## src/rtl/imem_loader.sv

```systemverilog
// imem_loader: writer side of the instruction memory.
// Takes a length-prefixed byte stream and assembles little-endian words.
// Writes each word through the ROM write port, one strobe per word.
// Keeps the CPU (PC counter enable) held off until the whole image is in.

module imem_loader #(
    parameter int                     ADDRESS_WIDTH = 32,
    parameter int                     DATA_WIDTH    = 32,
    parameter int                     DEPTH_WORDS   = 256,
    parameter logic [ADDRESS_WIDTH-1:0] BASE_ADDR   = '0
) (
    input  logic                     clk,
    input  logic                     rst,       // asynchronous, active-low
    input  logic                     start,
    input  logic [7:0]               rx_data,
    input  logic                     rx_valid,
    output logic                     rx_ready,
    output logic                     we,
    output logic [ADDRESS_WIDTH-1:0] wa,
    output logic [DATA_WIDTH-1:0]    wd,
    output logic                     busy,
    output logic                     done,
    output logic                     error,
    output logic                     cpu_en
);

    typedef enum logic [2:0] {
        S_IDLE,
        S_LEN0,
        S_LEN1,
        S_DATA,
        S_WRITE,
        S_DONE,
        S_ERR
    } state_e;

    state_e                   state_q, state_d;
    logic [15:0]              len_q, len_d;        // word count N from the header
    logic [15:0]              idx_q, idx_d;        // index of the word being written
    logic [1:0]               byte_cnt_q, byte_cnt_d;
    logic [23:0]              asm_q, asm_d;        // first three bytes of the current word
    logic [ADDRESS_WIDTH-1:0] wa_q, wa_d;
    logic [DATA_WIDTH-1:0]    wd_q, wd_d;

    logic        xfer;
    logic [15:0] len_full;
    logic        len_bad;
    logic        last_word;

    // A byte moves only when both sides agree in the same cycle.
    assign xfer      = rx_valid && rx_ready;

    // Header is complete once the high byte arrives; validate it on the fly.
    assign len_full  = {rx_data, len_q[7:0]};
    assign len_bad   = (len_full == 16'd0) ||
                       ({16'd0, len_full} > 32'(DEPTH_WORDS));

    // The word written this cycle is the last one of the image.
    assign last_word = (idx_q + 16'd1) == len_q;

    assign wa     = wa_q;
    assign wd     = wd_q;
    assign cpu_en = done;

    // Next-state logic and Moore-style outputs of the load sequencer.
    always_comb begin
        // NOTE: every signal written here gets a default first, so no path
        // through the case statement can leave one unassigned and infer a latch.
        state_d    = state_q;
        len_d      = len_q;
        idx_d      = idx_q;
        byte_cnt_d = byte_cnt_q;
        asm_d      = asm_q;
        wa_d       = wa_q;
        wd_d       = wd_q;
        rx_ready   = 1'b0;
        we         = 1'b0;
        busy       = 1'b0;
        done       = 1'b0;
        error      = 1'b0;

        unique case (state_q)
            S_IDLE: begin
                if (start) begin
                    state_d    = S_LEN0;
                    idx_d      = 16'd0;
                    byte_cnt_d = 2'd0;
                end
            end

            S_LEN0: begin
                rx_ready = 1'b1;
                busy     = 1'b1;
                if (xfer) begin
                    len_d[7:0] = rx_data;
                    state_d    = S_LEN1;
                end
            end

            S_LEN1: begin
                rx_ready = 1'b1;
                busy     = 1'b1;
                if (xfer) begin
                    len_d[15:8] = rx_data;
                    state_d     = len_bad ? S_ERR : S_DATA;
                end
            end

            S_DATA: begin
                rx_ready = 1'b1;
                busy     = 1'b1;
                if (xfer) begin
                    byte_cnt_d = byte_cnt_q + 2'd1;
                    unique case (byte_cnt_q)
                        2'd0: asm_d[7:0]   = rx_data;
                        2'd1: asm_d[15:8]  = rx_data;
                        2'd2: asm_d[23:16] = rx_data;
                        2'd3: begin
                            // Present address and data together with the strobe
                            // in the WRITE cycle that follows.
                            wd_d    = {rx_data, asm_q};
                            wa_d    = BASE_ADDR + ADDRESS_WIDTH'({idx_q, 2'b00});
                            state_d = S_WRITE;
                        end
                        default: ;
                    endcase
                end
            end

            S_WRITE: begin
                we      = 1'b1;
                busy    = 1'b1;
                idx_d   = idx_q + 16'd1;
                state_d = last_word ? S_DONE : S_DATA;
            end

            S_DONE: begin
                done = 1'b1;
                if (start) begin
                    state_d    = S_LEN0;
                    idx_d      = 16'd0;
                    byte_cnt_d = 2'd0;
                end
            end

            S_ERR: begin
                error = 1'b1;
                if (start) begin
                    state_d    = S_LEN0;
                    idx_d      = 16'd0;
                    byte_cnt_d = 2'd0;
                end
            end

            default: state_d = S_IDLE;
        endcase
    end

    // State and datapath registers; reset abandons any partial load.
    always_ff @(posedge clk or negedge rst) begin
        if (!rst) begin
            state_q    <= S_IDLE;
            len_q      <= 16'd0;
            idx_q      <= 16'd0;
            byte_cnt_q <= 2'd0;
            asm_q      <= 24'd0;
            wa_q       <= BASE_ADDR;
            wd_q       <= '0;
        end else begin
            // NOTE: non-blocking assignments so every flop samples the values
            // computed from the pre-edge state, independent of statement order.
            state_q    <= state_d;
            len_q      <= len_d;
            idx_q      <= idx_d;
            byte_cnt_q <= byte_cnt_d;
            asm_q      <= asm_d;
            wa_q       <= wa_d;
            wd_q       <= wd_d;
        end
    end

endmodule
```

## config.mk

```make
export PLATFORM = sky130hd
export DESIGN_NAME = imem_loader
export DESIGN_NICKNAME = d
export VERILOG_FILES = /design/src/rtl/imem_loader.sv
export SDC_FILE = /design/constraint.sdc
export NUM_CORES = 1
export LEC_CHECK = 0
export BUFFER_PORTS_ARGS = -buffer_cell sky130_fd_sc_hd__clkbuf_2
export CAP_MARGIN = 5
export CORE_MARGIN = 2
export CORE_UTILIZATION = 50
export DETAILED_ROUTE_END_ITERATION = 16
export PLACE_DENSITY = 0.82
export SYNTH_ARGS = -nofsm -noshare
export SYNTH_HDL_FRONTEND = slang
export SYNTH_SLANG_ARGS = --single-unit
export TNS_END_PERCENT = 50
```

## constraint.sdc

```tcl
create_clock -name clk -period 6.45 [get_ports clk]
set_clock_uncertainty 0.15 [all_clocks]
set_input_delay 1.29 -clock clk [delete_from_list [all_inputs] [get_ports clk]]
set_output_delay 1.29 -clock clk [all_outputs]
set_load 0.02 [all_outputs]
```

==> flow_summary.yaml <==
floorplanning:
  start_util_pct: 50.77
  rows: 37
  die_w_um: 105.5
  die_h_um: 105.5
  core_area_mm2: 0.01014
  ios: 82
  dieArea_mm2: 0.01112
setup_path:
  end_kind: "output port"
  crit_type: "register to output port"
  crit_path_max_fanout: 20
  worstPathArrival_ps: 2380
  worst_ep_required_time_ps: 5010
  cp-start-kind: "register"
  r2r_cells: 6
global_route:
  antenna_found_initial: 0
  grt_max_degree: 76
  overflow: 0
  grt_pass1_wl_mm: 17.03
  grt_pass1_vias: 3355
  grt.total_usage_pct: 19.44
timing:
  maxSlewHeadroom_pct: 23.04
  period_needed_ps: 3820
  slew_viol_final: 0
  fmax_mhz: 261.8
  hold_viol_final: 0
  setup_viol: 0
  fin_setup_tns_ps: 0
  rsz0062_at_grt: "no"
  worst_slew_pin_slew_ps: 1150
  min_period_over_period_pct: 59.22
clocking:
  cts_buffers: 9
  ctsResizeCount: 0
  htree_levels: 3
  post_cts_buffers: 0
  worst_skew_pair.late_latency_ps: 370
  path_clk_slew_ps: 100
  cts_sinks: 109
  postCtsHoldBufs: 0
  clockRootBuffer: "clkbuf_8"
  tritoncts: "done"
  clockBufferDepth: 2
route:
  via_per_inst: 5.546
  met2_wirelength_mm: 5.159
  first_iter_violations: 201
  drcViolationCount: 0
  wl_per_cell_um: 16.59
  vias: 3455
  final_antenna_net_count: 0
  met3_length_um: 594
  wl_mm: 10.34
  wl_met1_mm: 4.425
  dr.pass1.iters: 4
  top_layer_used: "met4"
cells_and_area:
  drive_gt1_share_pct: 37.17
  antenna_cells: 0
  nets: 499
  layout-area-overhead-vs-synth_pct: 10.77
logic_synthesis:
  synth_cell_types: 53
  yosysWarnings: 0
  syn-cell-area_mm2: 0.005147
  synth_area_per_cell_um2: 12.00
  ys_seq_area_share_pct: 52.99
  synth.most_common_cell: "dfrtp_1"
  yosysTopAreaCell: "dfrtp_1"
  syn_inst: 429
  synth.cells.most_frequent: "109 x dfrtp_1, 86 x mux2_2, 30 x o21ai_0"
  synthArstFlopShare_pct: 100.0
  synth_edf_count: 0
  synthTopCellsByArea: "dfrtp_1 53%, mux2_2 19%, o21ai_0 2.9%, buf_4 2.8%, xnor2_1 2.4%"
  synth_top_area_share_pct: 52.99
  ys.flop_type: "dfrtp_1"
  synth-seq-cells: 109
placement:
  dpl.hpwl_mm: 7.145
  port_buffers: 65
  gp_congestion: 0.8662
power_and_ir_drop:
  power_mw: 2.091
  ir_drop_mv: 0.2115
  p_leak_nw: 2.798
  power_density_mw_per_mm2: 366.7
hold_path:
  whs_path_depth: 2
  worstHoldPathType: "register to register"
run:
  maxCapViolations: 0
status:
  status: "complete, no violations"
worst paths after layout:
check                                             from               endpoint  slack, ps
worst max-delay path            state_q[0]$_DFFE_PN0P_                     we       2630
worst min-delay path                wa[13]$_DFFE_PN0P_     wa[13]$_DFFE_PN0P_        340
worst max register to register  state_q[0]$_DFFE_PN0P_  idx_q[10]$_DFFE_PN0P_       3400
worst min register to register      wa[13]$_DFFE_PN0P_     wa[13]$_DFFE_PN0P_        340
max in group asynchronous                          rst   len_q[1]$_DFFE_PN0P_       4180
min in group asynchronous                          rst     wa[10]$_DFFE_PN0P_        710
report_power, final:
group	internal [mW]	leakage, nW	switching [mW]	total (mW)
clock	0.198	0.107	0.239	0.436
combinational	0.313	1.24	0.329	0.642
sequential	0.854	1.46	0.158	1.01
total	1.36	2.80	0.726	2.09
worst max-delay path, stage by stage (launching register included):
cell and delay, ps:
dfrtp_1 530, nor2_1 290, nand2_1 440, inv_1 490, clkbuf_2 260
kinds of logic (layout without fill, tap and decap cells):
group,after synthesis,count (layout),synth area share (%)
buf+inv,48,91,5.032
mux,86,86,18.81
flops,109,109,52.99
xor+xnor,22,22,3.889
simple gates,98,98,10.82
fa+ha+maj,5,5,1.215
compound gates,60,60,7.171
other cells,1,16,0.07285
state kept, by name (all words and copies together), names as in the netlist:
register and cells:
asm_q 24, byte_cnt_q 2, idx_q 16, len_q 16, state_q 3, wa 16, wd 32
per-layer routing:
layer,GRT usage (%),up-vias
met5,0,-
met4,5.905,0
met3,4.886,13
met2,31.89,104
met1,25.52,1747
li1,-,1591
layout by cell type (no fill, tap or decap), types with 2 or more instances in the layout:
cell type,n
and2_1,2
clkbuf_8,10
and3_1,6
dfrtp_1,109
mux2_2,86
buf_4,2
xor2_1,7
xnor2_1,14
ha_1,5
nand4_1,4
nor2_1,19
o31ai_1,8
nor4_1,5
nand3_1,9
a21oi_1,8
nand2_1,25
nor3_1,6
nor3b_1,2
o21ai_0,30
inv_1,9
conb_1,16
inv_8,2
nor2b_1,5
clkbuf_2,64
metrics by stage:
stage / utilization [%] / std cells / setup slack (ps) / hold slack [ps] / area (um^2)
4_1_cts: 56.24 / 623 / 2641 / 345.6 / 5702
2_1_floorplan: - / 444 / 3550 / 325.0 / 5204
5_1_grt: 56.24 / 623 / 2397 / 372.1 / 5702
6_report: 56.24 / 623 / 2630 / 341.1 / 5702
3_3_place_gp: 54.12 / 607 / 3031 / 316.9 / 5487
3_5_place_dp: 54.12 / 607 / 2954 / 322.0 / 5487
final cells by class:
type / instances / area, um^2
multi-input cells: 287 / 2220
fillers: 862 / 4437
clock inverters: 6 / 77.57
inverters: 9 / 33.78
well taps: 136 / 170.2
repair buffers: 66 / 335.3
clock buffers: 10 / 137.6
flip-flops and latches: 109 / 2728
Note: power is estimated with default switching activity, not from simulation.
